`src/rtl/keypad_lock_if.sv`:
```
// Keypad lock bus: key events toward the controller, status back from it.
interface keypad_lock_if #(
    parameter int PW_LEN = 4
);
    logic              key_valid;
    logic [3:0]        key_code;
    logic [PW_LEN-1:0] password_led;
    logic [2:0]        state;
    logic              unlocked;
    logic              alarm;

    // Key source side (encoder / testbench)
    modport master (
        output key_valid, key_code,
        input  password_led, state, unlocked, alarm
    );

    // Lock controller side
    modport slave (
        input  key_valid, key_code,
        output password_led, state, unlocked, alarm
    );
endinterface

```
`src/rtl/keypad_lock_ctrl.sv`:
```
// Keypad safe controller: PW_LEN-digit password check, in-field password
// change, consecutive-failure counter with timed lockout, thermometer LED.
module keypad_lock_ctrl #(
    parameter int                  PW_LEN         = 4,
    parameter int                  MAX_FAIL       = 3,
    parameter int                  LOCKOUT_CYCLES = 1000,
    parameter logic [4*PW_LEN-1:0] DEFAULT_PW     = '0
) (
    input  logic         clk,
    input  logic         reset,
    keypad_lock_if.slave kp
);
    localparam int CW = $clog2(PW_LEN + 1);
    localparam int FW = $clog2(MAX_FAIL + 1);
    localparam int TW = (LOCKOUT_CYCLES > 1) ? $clog2(LOCKOUT_CYCLES) : 1;

    typedef enum logic [2:0] {
        ST_LOCKED  = 3'd0,
        ST_ENTRY   = 3'd1,
        ST_OPEN    = 3'd2,
        ST_SET_NEW = 3'd3,
        ST_LOCKOUT = 3'd4
    } state_t;

    state_t              state_q, state_d;
    logic [4*PW_LEN-1:0] pw_q, pw_d;
    logic [4*PW_LEN-1:0] buf_q, buf_d;
    logic [CW-1:0]       count_q, count_d;
    logic [FW-1:0]       fail_cnt_q, fail_cnt_d;
    logic [TW-1:0]       timer_q, timer_d;

    logic                is_digit, is_star, is_hash, full;
    logic [4*PW_LEN-1:0] buf_app;
    logic [CW-1:0]       count_app;
    logic [FW-1:0]       fail_inc;

    // Key decode; codes 12-15 decode to nothing and therefore never act
    always_comb begin
        is_digit = kp.key_valid && (kp.key_code <= 4'd9);
        is_star  = kp.key_valid && (kp.key_code == 4'd10);
        is_hash  = kp.key_valid && (kp.key_code == 4'd11);
        full     = (count_q == CW'(PW_LEN));
        fail_inc = (fail_cnt_q == FW'(MAX_FAIL)) ? fail_cnt_q : fail_cnt_q + FW'(1);
    end

    // Buffer/count after appending the current digit; a full buffer holds
    always_comb begin
        buf_app   = buf_q;
        count_app = count_q;
        if (!full) begin
            for (int i = 0; i < PW_LEN; i++) begin
                if (count_q == CW'(i)) begin
                    buf_app[4*i +: 4] = kp.key_code;
                end
            end
            count_app = count_q + CW'(1);
        end
    end

    // Next-state logic; buffer is cleared on every transition out of entry
    always_comb begin
        state_d    = state_q;
        pw_d       = pw_q;
        buf_d      = buf_q;
        count_d    = count_q;
        fail_cnt_d = fail_cnt_q;
        timer_d    = timer_q;
        case (state_q)
            ST_LOCKED: begin
                if (is_digit) begin
                    buf_d   = buf_app;
                    count_d = count_app;
                    state_d = ST_ENTRY;
                end
            end
            ST_ENTRY: begin
                if (is_digit) begin
                    buf_d   = buf_app;
                    count_d = count_app;
                end else if (is_star) begin
                    buf_d   = '0;
                    count_d = '0;
                    state_d = ST_LOCKED;
                end else if (is_hash) begin
                    buf_d   = '0;
                    count_d = '0;
                    timer_d = '0;
                    if (full && (buf_q == pw_q)) begin
                        fail_cnt_d = '0;
                        state_d    = ST_OPEN;
                    end else begin
                        fail_cnt_d = fail_inc;
                        state_d    = (fail_inc == FW'(MAX_FAIL)) ? ST_LOCKOUT : ST_LOCKED;
                    end
                end
            end
            ST_OPEN: begin
                if (is_hash) begin
                    state_d = ST_LOCKED;
                end else if (is_star) begin
                    buf_d   = '0;
                    count_d = '0;
                    state_d = ST_SET_NEW;
                end
            end
            ST_SET_NEW: begin
                if (is_digit) begin
                    buf_d   = buf_app;
                    count_d = count_app;
                end else if (is_hash || is_star) begin
                    // A short new password is discarded; '*' always aborts
                    if (is_hash && full) begin
                        pw_d = buf_q;
                    end
                    buf_d   = '0;
                    count_d = '0;
                    state_d = ST_OPEN;
                end
            end
            ST_LOCKOUT: begin
                if (timer_q == TW'(LOCKOUT_CYCLES - 1)) begin
                    timer_d    = '0;
                    fail_cnt_d = '0;
                    state_d    = ST_LOCKED;
                end else begin
                    timer_d = timer_q + TW'(1);
                end
            end
            default: begin
                // Unused encodings fall back to a clean LOCKED
                buf_d   = '0;
                count_d = '0;
                timer_d = '0;
                state_d = ST_LOCKED;
            end
        endcase
    end

    // State registers; reset wins over any key in the same cycle
    always_ff @(posedge clk) begin
        if (reset) begin
            state_q    <= ST_LOCKED;
            pw_q       <= DEFAULT_PW;
            buf_q      <= '0;
            count_q    <= '0;
            fail_cnt_q <= '0;
            timer_q    <= '0;
        end else begin
            state_q    <= state_d;
            pw_q       <= pw_d;
            buf_q      <= buf_d;
            count_q    <= count_d;
            fail_cnt_q <= fail_cnt_d;
            timer_q    <= timer_d;
        end
    end

    // Outputs are pure decodes of registered state (one-cycle key latency)
    always_comb begin
        kp.state        = state_q;
        kp.unlocked     = (state_q == ST_OPEN) || (state_q == ST_SET_NEW);
        kp.alarm        = (state_q == ST_LOCKOUT);
        kp.password_led = '0;
        if ((state_q == ST_ENTRY) || (state_q == ST_SET_NEW)) begin
            for (int i = 0; i < PW_LEN; i++) begin
                kp.password_led[i] = (count_q > CW'(i));
            end
        end
    end
endmodule
```
`src/flat_wrapper.sv`:
```
// flat-port wrapper written by rule: the top's interface ports become plain ports
module keypad_lock_ctrl_flat 
#(
    parameter int                  PW_LEN         = 4,
    parameter int                  MAX_FAIL       = 3,
    parameter int                  LOCKOUT_CYCLES = 1000,
    parameter logic [4*PW_LEN-1:0] DEFAULT_PW     = '0
)
  (clk, reset, kp_key_valid, kp_key_code, kp_password_led, kp_state, kp_unlocked, kp_alarm);
  keypad_lock_if #(.PW_LEN(PW_LEN)) kp_i ();
  input  logic clk;
  input  logic reset;
  input wire logic [$bits(kp_i.key_valid)-1:0] kp_key_valid;
  input wire logic [$bits(kp_i.key_code)-1:0] kp_key_code;
  output wire logic [$bits(kp_i.password_led)-1:0] kp_password_led;
  output wire logic [$bits(kp_i.state)-1:0] kp_state;
  output wire logic [$bits(kp_i.unlocked)-1:0] kp_unlocked;
  output wire logic [$bits(kp_i.alarm)-1:0] kp_alarm;
  assign kp_i.key_valid = kp_key_valid;
  assign kp_i.key_code = kp_key_code;
  assign kp_password_led = kp_i.password_led;
  assign kp_state = kp_i.state;
  assign kp_unlocked = kp_i.unlocked;
  assign kp_alarm = kp_i.alarm;
  keypad_lock_ctrl #(.PW_LEN(PW_LEN), .MAX_FAIL(MAX_FAIL), .LOCKOUT_CYCLES(LOCKOUT_CYCLES), .DEFAULT_PW(DEFAULT_PW)) u_core (.clk(clk), .reset(reset), .kp(kp_i));
endmodule
```
`config.mk`:
```
export PLATFORM = sky130hd
export DESIGN_NAME = keypad_lock_ctrl_flat
export DESIGN_NICKNAME = d
export VERILOG_FILES = /design/src/rtl/keypad_lock_if.sv /design/src/rtl/keypad_lock_ctrl.sv /design/src/flat_wrapper.sv
export SDC_FILE = /design/constraint.sdc
export NUM_CORES = 1
export LEC_CHECK = 0
export ABC_AREA = 1
export CAP_MARGIN = 20
export CORE_UTILIZATION = 55
export CTS_BUF_LIST = sky130_fd_sc_hd__clkbuf_16
export CTS_CLUSTER_SIZE = 25
export DETAILED_ROUTE_END_ITERATION = 16
export PLACE_DENSITY = 0.71
export SYNTH_ARGS = -nofsm -noshare
export SYNTH_HDL_FRONTEND = slang
export SYNTH_SLANG_ARGS = --single-unit
```
`constraint.sdc`:
```
create_clock -name clk -period 2.45 [get_ports clk]
set_clock_uncertainty 0.15 [all_clocks]
set_input_delay 0.245 -clock clk [delete_from_list [all_inputs] [get_ports clk]]
set_output_delay 0.245 -clock clk [all_outputs]
set_load 0.03 [all_outputs]
```
==> summary.md, run 1 <==
| Metric | Value |
|---|---|
| R2R depth | `8` |
| Max-cap violations | `0` |
| H-tree depth | `2` |
| Initial antenna violation count | `0` |
| Buffers on Ports | `15` |
| Core region area | `0.00479 mm2` |
| Setup TNS | `0 ps` |
| Via count | `~2,500` |
| Worst vdd ir | `442 uV` |
| Most frequent cells in the layout | `76 x nand2_1, 50 x inv_1, 50 x dfxtp_1` |
| Least-Margin Pin Slew | `between 500 and 600 ps` |
| Share of layout cells above drive strength 1 | `12.5%` |
| Min-delay worst type | `reg2reg` |
| Footprint of the multi-input gates | `0.00151 mm2` |
| Hold depth | `2` |
| Initial core utilization | `around three fifths` |
| Main combinational cell family by area after synthesis | `simple AND/OR/NAND/NOR gates` |
| Crit path launch type | `register` |
| DR WL/cell | `12.2 um` |
| Adder-cell share of the synthesized area | `2.70%` |
| CP Buf/Inv Count | `2` |
| Die area | `0.00535 mm2` |
| RSZ-0062 raised after global routing | `no` |
| Chip Height | `73.1 um` |
| Reg2reg start | `u_core.kp.state[1]` |
| Syn nets | `between 400 and 500` |
| Max FO, Critical Path | `4` |
| Overflow after GRT | `0` |
| DR pass1 iterations | `4` |
| First-pass GRT wire length | `10,100 um` |
| DRC errors left | `0` |
| Status | `complete, no violations` |
| Fill cell count | `426` |
| WP data arrival | `1900 ps` |
| Total Routing Usage GR | `24.3%` |
| Worst R2R End | `u_core.buf_q[8]` |
| Post-Synth XOR/XNOR Area | `2.52%` |
| Largest net degree at the start of global routing | `32` |
| Post-route ant nets | `0` |
| Seq cells post-synth | `50` |
| Gate Count Post-Synth | `about 400` |
| Ant. Diodes | `0` |
| R2r setup slk | `540 ps` |
| Clock root cell | `clkbuf_16` |
| Min-Delay Startpoint | `u_core.timer_q[5]` |
| Leak | `1.36 nW` |
| Nets | `about 440` |
| Clock transition at path regs | `60 ps` |
| Cell Area, Synth | `0.00278 mm2` |
| Synth Area in Simple Gates | `31.6%` |
| WP data required | `2060 ps` |
| Final Hold Fails | `0` |
| Mux cell area share after synthesis | `0%` |
| WHS Endpoint | `u_core.timer_q[5]` |
| Num CTS Buffers | `5` |
| Max Slew Vio Count | `0` |
| Dpl hpwl | `4360 um` |
| Area growth from synthesis to layout | `16.9%` |
| Final setup vio count | `0` |
| Syn_area_per_cell | `~7 um2` |
| # IOs | `16` |
| Slowest stage delay, CP | `680 ps` |
| Distinct cells, synth | `35` |
| Slew headroom | `66.2%` |
| CTS Buffer Depth | `2` |
| Fin area | `0.00325 mm2` |
| Vias/cell | `5.14` |
| CP delay by family, top | `buffers and inverters` |
| FF+latch area | `between 0.001 and 0.0015 mm2` |
| Die extent in x | `around 73 um` |
| Compound-gate portion of the synthesized area | `roughly 17%` |
| Peak Freq | `about 440 MHz` |
| DRT iter0 DRCs | `194` |
| Crit Path Class | `reg2out` |
| Routability cong. | `0.863` |
| CP max-delay cell | `clkdlybuf4s50_1` |
| Area of placed instances | `about 0.0031 mm2` |
| Worst-path cell chain | `inv_1, ha_1, nand2_1, nand2_1, a21oi_1, clkdlybuf4s50_1` |
| CP dominant cell by count | `nand2_1` |
| CTS tree | `built` |
| Register area share after synthesis | `between 30% and 40%` |
| Cell Rows | `25` |
| Fin crit period | `2290 ps` |
| Worst-skew pair later-pin latency | `280 ps` |
| Power density cells | `767 mW/mm2` |
| Commonest non-fill, non-tap cell in the layout | `nand2_1` |
| Clock sink count | `50` |
| Crit share post-route | `93.6%` |
| Final WL | `5970 um` |
| Vias in the first global route | `2,246` |
| Setup crit end kind | `primary output` |
| Yosys synthesis warning count | `0` |
==> synthesized netlist by cell type, drive strengths merged <==
cell     count  share of area, %
nand3b       2              0.54
o21bai       1              0.27
o21ai       52               9.9
nor3b       14               5.8
buf          7               1.8
nand3       10               2.2
o211a        1              0.36
dfxtp       50                36
nand2       80                11
inv         56               7.6
a211oi       2              0.54
ha           6               2.7
nand4        4              0.90
a32oi        1              0.31
a21oi       31               5.6
or2          1              0.22
xnor2        7               2.2
xor2         1              0.31
clkbuf       5              0.67
a2111oi      1              0.31
nor3        19               3.8
nor2        48               6.9
==> worst reg2reg max path, cell delays in order (launching register included) <==
cell and delay (ps):
dfxtp_1 500, nor2_2 80, nand2_1 210, nor2_1 90, nor2_2 150, nand2_4 120
buf_12 180, nor3_1 220, nor3b_2 80
==> cells by family after synthesis <==
family,Yosys count
flops,50
simple gates,178
buf+inv,68
fa+ha+maj,6
xor+xnor,8
compound gates,89
==> layer usage <==
| layer | vias up | wire length [um] | GRT usage (%) |
|---|---|---|---|
| li1 | 1347 | - | - |
| met1 | 1136 | 3000 | 33.2 |
| met2 | 31 | 2800 | 40.4 |
| met3 | 4 | 138 | 3.87 |
| met4 | 0 | 40 | 5.23 |
| met5 | - | 0 | 0 |
==> power breakdown <==
| part | total [W] | internal, W | switching, W | leakage, nW |
|---|---|---|---|---|
| Sequential | 0.000942 | 0.000882 | 0.0000598 | 0.405 |
| Combinational | 0.000797 | 0.000307 | 0.000490 | 0.877 |
| Clock | 0.000757 | 0.000472 | 0.000284 | 0.0773 |
==> final cells by class <==
cell class                      count  area share [%]
Multi-Input combinational cell    281            46.3
Tap cell                           67            2.58
Clock buffer                        5            3.84
Inverter                           56            6.46
Clock inverter                      2            1.04
Sequential cell                    50            30.8
Timing Repair Buffer               29            9.03
==> how the worst max path moves through the flow <==
stage	to	depth (start not counted)	from
finish	kp_password_led[1]	6	u_core.count_q[1]
global route	kp_password_led[1]	6	u_core.count_q[1]
CTS	kp_password_led[2]	5	u_core.count_q[0]
detailed placement	u_core.buf_q[8]	11	kp_key_code[3]
global placement	u_core.buf_q[2]	10	kp_key_code[2]
floorplan	kp_password_led[3]	4	u_core.count_q[0]
==> state kept, by name, summed over array words and instances, names as in the netlist <==
| register | flops |
|---|---|
| u_core.count_q | 3 |
| u_core.pw_q | 16 |
| u_core.fail_cnt_q | 2 |
| u_core.kp.state | 3 |
| u_core.timer_q | 10 |
| u_core.buf_q | 16 |
==> stage by stage <==
step	util, %	hold WS, ps	setup slack [ps]	std cells	power, W
final	68.0	312	156	490	0.00250
after global routing	68.0	323	62.1	490	0.00264
after CTS	67.9	315	80.0	490	0.00250
after detailed placement	64.7	305	166	483	0.00175
after global placement	64.7	297	210	483	0.00174
after floorplan	-	286	26.3	399	0.00152
==> what timing repair did <==
item                                    4_1_cts  5_1_grt
setup buffers                                 0        0
gates resized for setup                       1        1
endpoints found under the setup margin        1        1
pin swaps                                     0        0
hold buffers                                  0        0
(Power assumes the default switching activity.)
==> run 2: changes to the inputs <==
Settings changed: PLACE_DENSITY 0.71 to not set, PLACE_DENSITY_LB_ADDON set to 0.12.
==> summary.md, run 2 (synthesized netlist as in run 1, its figures left out) <==
| Metric | Value |
|---|---|
| Largest registers | `u_core.buf_q (16), u_core.pw_q (16), u_core.timer_q (10)` |
| DR WL/cell | `12.3 um (+0.93%)` |
| Crit Path Class | `reg2out` |
| Vias/cell | `5.24 (+2.0%)` |
| RSZ-0062 raised after global routing | `no` |
| Die extent in x | `73.1 um (unchanged)` |
| Clock transition at path regs | `60 ps (about the same)` |
| Via count | `2,573 (+2.2%)` |
| H-tree depth | `2 (unchanged)` |
| Vias in the first global route | `2,335 (+4.0%)` |
| Most frequent cells in the layout | `76 x nand2_1, 50 x inv_1, 50 x dfxtp_1` |
| Crit share post-route | `95.5% (+1.9 points)` |
| Worst-skew pair later-pin latency | `290 ps (about the same)` |
| Peak Freq | `427 MHz (-2.0%)` |
| Least-Margin Pin Slew | `422 ps (-84.3 ps)` |
| Ant. Diodes | `0 (unchanged)` |
| Leak | `1.37 nW (+1.0%)` |
| Num CTS Buffers | `5 (unchanged)` |
| CTS Buffer Depth | `2 (unchanged)` |
| Clock root cell | `clkbuf_16` |
| Cell Rows | `25 (unchanged)` |
| Final setup vio count | `0 (unchanged)` |
| Pre-CTS setup slack | `170 ps (+3.77 ps)` |
| R2R depth | `8 (unchanged)` |
| Power density cells | `795 mW/mm2 (+3.6%)` |
| Final Hold Fails | `0 (unchanged)` |
| Commonest non-fill, non-tap cell in the layout | `nand2_1` |
| WHS Endpoint | `u_core.timer_q[5]` |
| Initial core utilization | `58.2% (unchanged)` |
| R2r setup slk | `540 ps (about the same)` |
| DR pass1 iterations | `5 (+1)` |
| Hold depth | `2 (unchanged)` |
| Total Routing Usage GR | `25.2% (+0.85 points)` |
| Area growth from synthesis to layout | `18.0%` |
| Routability cong. | `0.924 (+7.1%)` |
| Dpl hpwl | `4380 um (+0.30%)` |
| Reg2reg start | `u_core.kp.state[1]` |
| Overflow after GRT | `0 (unchanged)` |
| Max Slew Vio Count | `0 (unchanged)` |
| First-pass GRT wire length | `10,400 um (+2.3%)` |
| Status | `complete, no violations` |
| Worst vdd ir | `582 uV (+32%)` |
| Crit path launch type | `register` |
| Setup TNS | `0 ps (unchanged)` |
| DRC errors left | `0 (unchanged)` |
| Chip Height | `73.1 um (unchanged)` |
| DRT iter0 DRCs | `139 (-28%)` |
| Share of layout cells above drive strength 1 | `12.7% (+0.21 points)` |
| WP data arrival | `1950 ps (+50 ps)` |
| Clock sink count | `50 (unchanged)` |
| Setup crit end kind | `primary output` |
| Buffers on Ports | `15 (unchanged)` |
| Min-delay worst type | `reg2reg` |
| # IOs | `16 (unchanged)` |
| Final WL | `6040 um (+1.1%)` |
| CTS tree | `built` |
| Nets | `436 (unchanged)` |
| Largest net degree at the start of global routing | `32 (unchanged)` |
| Die area | `0.00535 mm2 (unchanged)` |
| Core region area | `0.00479 mm2 (unchanged)` |
| Initial antenna violation count | `0 (unchanged)` |
| Post-route ant nets | `0 (unchanged)` |
| Slew headroom | `71.8% (+5.6 points)` |
| Fin crit period | `2340 ps (+46.0 ps)` |
| Max FO, Critical Path | `4 (unchanged)` |
| Max-cap violations | `0 (unchanged)` |
| Fin worst setup slack | `110 ps (-46.0 ps)` |
| Min-Delay Startpoint | `u_core.timer_q[5]` |
| Worst R2R End | `u_core.buf_q[1]` |
| WP data required | `2060 ps (about the same)` |
[run 2: area by class of cell]
type | count | area, um2
multi-input cells | 281 | 1510
fillers | 422 | 1500
flip-flops and latches | 50 | 1000
repair buffers | 29 | 294
inverters | 56 | 210
clock buffers | 5 | 125
well taps | 67 | 83.8
clock inverters | 3 | 63.8
[run 2: per-stage QoR]
stage               util (%)  power (W)  instance area, um2  hold WS (ps)  std cells
detailed placement      64.7    0.00175                3090           306        483
finish                  68.6    0.00261                3280           312        491
global route            68.6    0.00278                3280           347        491
global placement        64.7    0.00173                3090           300        483
floorplan                  -    0.00152                2790           286        399
CTS                     68.6    0.00263                3280           315        491
[run 2: worst max-delay path by stage]
stage          cells after the start               from                 end  slack, ps
2_1_floorplan                      4  u_core.count_q[0]  kp_password_led[3]         30
3_3_place_gp                      10     kp_key_code[2]     u_core.buf_q[0]        220
3_5_place_dp                      11     kp_key_code[3]     u_core.buf_q[9]        170
4_1_cts                            5  u_core.count_q[0]  kp_password_led[2]         70
5_1_grt                            6  u_core.count_q[1]  kp_password_led[1]          6
6_report                           6  u_core.count_q[1]  kp_password_led[1]        110
[run 2: power breakdown]
group          switching, W  leakage, nW  internal [W]
clock network      0.000294       0.0915      0.000581
registers         0.0000608        0.405      0.000882
logic              0.000486        0.877      0.000308
[run 2: timing repair]
action                                  in CTS  in global routing
setup buffers                                0                  0
hold buffers                                 0                  0
gates resized for setup                      1                  1
cloned                                       0                  0
endpoints found under the setup margin       1                  1
[run 2: critical path, stage by stage (launching register included)]
cell	delay (ps)
dfxtp_1	390
inv_1	100
ha_1	190
nand2_1	80
nand2_1	60
a21oi_1	140
clkdlybuf4s50_1	690
[run 2: metal layers]
metal  up-vias  global-route usage (%)  part of all wire, %
met5         -                       0                    0
met4         0                    8.71                  2.3
met3        13                    4.83                  4.0
met1      1165                    31.9                   47
met2        55                    42.6                   47
li1       1340                       -                    -
==> run 3: changes to the inputs <==
Settings changed: GPL_ROUTABILITY_DRIVEN set to 0.
==> results of run 3 <==
The final DEF is identical to that of run 2; final timing and power are the same.
